[src/rtl/alu_share_arbiter.sv]
// Round-robin sequencer sharing one fixed-latency ALU among four requesters.
// Grants one requester, pulses alu_start, waits LATENCY cycles, then returns the result with a done pulse.
//   state | meaning
//   IDLE  | no operation; sample req and pick the next winner
//   ISSUE | alu_start pulse; latency counter loaded
//   WAIT  | counting down ALU latency
//   DONE  | done pulse to grantee; result captured on exit
module alu_share_arbiter #(
  parameter int WIDTH   = 8,
  parameter int LATENCY = 2
) (
  input  logic             clk,
  input  logic             rst_n,
  input  logic [3:0]       req,
  input  logic [WIDTH-1:0] alu_result,
  output logic [1:0]       sel,
  output logic [3:0]       grant,
  output logic             alu_start,
  output logic [3:0]       done,
  output logic [WIDTH-1:0] result,
  output logic             busy
);

  typedef enum logic [1:0] {IDLE, ISSUE, WAIT, DONE} state_t;

  state_t           state, state_nx;
  logic [1:0]       last, last_nx;
  logic [1:0]       sel_nx;
  logic [3:0]       grant_nx;
  logic [3:0]       done_nx;
  logic             start_nx;
  logic             busy_nx;
  logic [7:0]       cnt, cnt_nx;
  logic [WIDTH-1:0] result_nx;
  logic [1:0]       win;
  logic [1:0]       idx;
  logic             found;

  // Search starts one past the previous winner so every requester is reached within four operations.
  always_comb begin
    win   = '0;
    idx   = '0;
    found = 1'b0;
    for (int i = 1; i <= 4; i++) begin
      idx = last + i[1:0];
      if (!found && req[idx]) begin
        win   = idx;
        found = 1'b1;
      end
    end
  end

  always_comb begin
    state_nx  = state;
    last_nx   = last;
    sel_nx    = sel;
    grant_nx  = grant;
    done_nx   = '0;
    start_nx  = 1'b0;
    busy_nx   = busy;
    cnt_nx    = cnt;
    result_nx = result;
    case (state)
      IDLE: begin
        if (found) begin
          sel_nx   = win;
          grant_nx = 4'b0001 << win;
          start_nx = 1'b1;
          busy_nx  = 1'b1;
          state_nx = ISSUE;
        end
      end
      ISSUE: begin
        cnt_nx = 8'(LATENCY - 1);
        if (LATENCY == 1) begin
          done_nx  = grant;
          state_nx = DONE;
        end else begin
          state_nx = WAIT;
        end
      end
      WAIT: begin
        cnt_nx = cnt - 8'd1;
        if (cnt == 8'd1) begin
          done_nx  = grant;
          state_nx = DONE;
        end
      end
      DONE: begin
        result_nx = alu_result;
        last_nx   = sel;
        grant_nx  = '0;
        busy_nx   = 1'b0;
        state_nx  = IDLE;
      end
      default: state_nx = IDLE;
    endcase
  end

  always_ff @(posedge clk or negedge rst_n) begin
    if (!rst_n) begin
      state     <= IDLE;
      last      <= 2'd3;
      sel       <= '0;
      grant     <= '0;
      done      <= '0;
      alu_start <= 1'b0;
      busy      <= 1'b0;
      cnt       <= '0;
      result    <= '0;
    end else begin
      state     <= state_nx;
      last      <= last_nx;
      sel       <= sel_nx;
      grant     <= grant_nx;
      done      <= done_nx;
      alu_start <= start_nx;
      busy      <= busy_nx;
      cnt       <= cnt_nx;
      result    <= result_nx;
    end
  end

endmodule

[config.mk]
export PLATFORM = sky130hd
export DESIGN_NAME = alu_share_arbiter
export DESIGN_NICKNAME = d
export VERILOG_FILES = /design/src/rtl/alu_share_arbiter.sv
export SDC_FILE = /design/constraint.sdc
export NUM_CORES = 1
export LEC_CHECK = 0
export CORE_AREA = 2 2 61 63
export DETAILED_ROUTE_END_ITERATION = 7
export DIE_AREA = 0 0 63 65
export PLACE_DENSITY = 0.8
export SETUP_SLACK_MARGIN = 0.02
export SYNTH_ARGS = -nofsm -noshare
export SYNTH_HDL_FRONTEND = slang
export SYNTH_SLANG_ARGS = --single-unit
[constraint.sdc]
create_clock -name clk -period 2.1 [get_ports clk]
set_input_delay 0.42 -clock clk [delete_from_list [all_inputs] [get_ports clk]]
set_output_delay 0.42 -clock clk [all_outputs]
set_load 0.1 [all_outputs]
==> key figures <==
STA
  • Final-report max-slew violation count: 0
  • Setup Skew: roughly 0.0081 ns
  • Slew HR: 0.735
  • RSZ-0062 raised after global routing: false
  • Fmax: approximately 0.52 GHz
  • Worst-margin pin slew: roughly 0.4 ns
  • Crit share post-route: 0.913
  • Setup TNS: 0 ns
  • Crit path time final: 1.92 ns
  • Total count of hold-check failures in the final report: 0
  • Total of endpoints with negative setup slack in the final report: 0
  • Post-route worst setup slack: ~0.18 ns

Synth
  • Total of warnings raised by yosys: 0
  • #FFs+latches synth: 32
  • Post-synthesis area per instance: ~12 um2
  • Count of different cell masters after synthesis: 37
  • Number of flops mapped to enable cells by yosys: 0
  • Area of the mapped netlist: roughly 1500 um2
  • Asr flop ratio synth: 1.00
  • Synthesized netlist cell count: 125
  • Net count of the mapped netlist: approximately 150
  • Proportion of synthesized chip area in sequential cells: 0.541
  • Top flip-flop cell by instance count after synthesis: dfrtp_1

GRT
  • Number of antenna violations at the first check in global routing: 0
  • Largest net degree at the start of global routing: 33
  • Wire length of the first global-routing pass: just over 5000 um
  • Total global routing track utilization: 0.163
  • GRT overflow: 0
  • Vias in the first global route: 1130

Critical path
  • Capture point of the worst reg-to-reg path: state[1]
  • Setup crit start kind: register
  • Crit path capture: state[1]
  • Crit path arrival time: 2.15 ns
  • Worst EP required: about 2.3 ns
  • Worst r2r src: cnt[3]
  • Type of the worst setup path: register to register
  • CP Capture Type: register
  • Start point of the critical path: cnt[3]
  • Worst-case register-to-register setup slack: approximately 0.18 ns
  • Cells on worst reg2reg path: 4
  • Crit-path max FO: 5

Floorplanning
  • Die Footprint: just over 4000 um2
  • Cell row count: 22
  • Die span in x: around 63 um
  • Top Ports: 34
  • Initial core utilization: 0.425
  • Core footprint: 3500 um2
  • Die outline height: between 60 and 70 um

CTS
  • Htree depth: 2
  • Maximum buffer depth of the clock tree: 2
  • Cell chosen for the clock root: clkbuf_4
  • TritonCTS clock tree: yes
  • Post-CTS Hold Fix Bufs: 0
  • Insertion delay to the later sink of the worst-skew pair: 0.33 ns
  • Clock-pin slew on the worst setup and hold paths: 0.10 ns
  • Post-CTS Repair Setup Buffers: 0
  • Number of clock sinks seen by CTS: 32
  • Cells resized by post-CTS repair: 0
  • Number of buffers added by the clock tree synthesis step: 5

Finish
  • Layout cell share with drive strength beyond 1: 0.341
  • Finished layout cell area: a little under 2000 um2
  • Antenna Diode Count: 0
  • Synth-to-Final Area Change: 30.8%
  • Leading cell type in the layout, fill and taps excluded: dfrtp_1
  • Number of nets at the end of the flow: between 150 and 200
  • Most frequent cells in the layout: 30 x dfrtp_1, 27 x buf_4, 13 x clkdlybuf4s50_1
  • Layout filler cell count: 313

Worst hold path
  • Worst min path class: primary input to async pin

Drt
  • Routed wirelength normalized by instance count: ~14 um
  • Vias after detailed routing: about 1100
  • Initial drt markers: 26
  • Residual DRC count: 0
  • Count of TritonRoute iterations in the first routing pass: 4
  • Remaining antenna violation count after routing: 0
  • Average via count per standard cell: 5.03
  • Routed wire length: a little under 3000 um

Place
  • Final weighted congestion in routability-driven placement: approximately 0.84
  • Number of I/O port buffers: 33
  • Dpl ws: around 0.085 ns
  • Cell area after placement: 1870 um2
  • Half-perimeter wire length of the detailed placement result: between 2000 and 2500 um

Status
  • Result of the run: completed

Flow run
  • Max-Cap Viols: 0
[logic make-up (layout without fill, tap and decap cells)]
family / count (synthesis) / count (layout) / share of synthesized area
mux: 14 / 14 / 0.105
simple gates: 40 / 40 / 0.162
flops: 32 / 32 / 0.541
buf+inv: 9 / 54 / 0.0227
fa+ha+maj: 6 / 6 / 0.0505
compound gates: 21 / 21 / 0.101
xor+xnor: 3 / 3 / 0.0177
[routing by layer]
layer / global-route usage / wire, um / share of wire
met1: 0.181 / 1210 / 0.41
met2: 0.281 / 1530 / 0.51
met4: 0.0667 / 55 / 0.019
met3: 0.0642 / 180 / 0.061
met5: 0 / 0 / 0
[cell type report]
cell class,count,area (um2),share of cell area
timing repair buffer,40,333,0.171
inverter,6,22.5,0.0116
clock inverter,2,35.0,0.0180
sequential,32,803,0.413
multi-input combinational,84,648,0.334
clock buffer,6,41.3,0.0212
tap,48,60.1,0.0309
[worst max-delay path, cell delays in order (launching register included)]
cell       delay, ns
dfrtp_1         0.40
or4_4           0.56
nor4b_4         0.33
a2bb2oi_2       0.20
mux2_1          0.33
[Yosys cell counts, types with 2 or more instances]
library cell	n	share of area
nand3b_1	2	0.010
nand2b_1	3	0.013
o21ai_0	9	0.030
mux2_2	12	0.091
clkbuf_1	3	0.0076
dfstp_2	2	0.035
inv_1	6	0.015
and3_2	3	0.015
a22o_1	2	0.012
dfrtp_1	30	0.51
nand2_1	9	0.023
nor2_1	8	0.020
a21o_1	2	0.010
xnor2_1	2	0.012
nor4_1	3	0.013
nor2b_1	3	0.013
ha_1	6	0.051
[registers in the layout, indices dropped and copies added, names as in the netlist]
name,cells
grant,4
cnt,8
busy,1
done,4
alu_start,1
last,2
result,8
state,2
sel,2
[worst min-delay path by stage]
stage	from	end	slack, ns	cells after the start
2_1_floorplan	rst_n	alu_start	0.12	0
3_3_place_gp	result[1]	result[1]	0.49	1
3_5_place_dp	result[3]	result[3]	0.50	1
4_1_cts	rst_n	result[4]	0.48	2
5_1_grt	rst_n	result[6]	0.51	2
6_report	rst_n	sel[0]	0.48	2
[per-stage QoR]
step                      hold slack [ns]  cells  utilization
after floorplan                     0.124    125            -
after global placement              0.495    210        0.534
after detailed placement            0.497    210        0.534
after CTS                           0.479    218        0.556
after global routing                0.510    218        0.556
final                               0.476    218        0.556
Power is not shown: default switching activity piles up to over one toggle a cycle in this logic, so the estimate is an artifact.
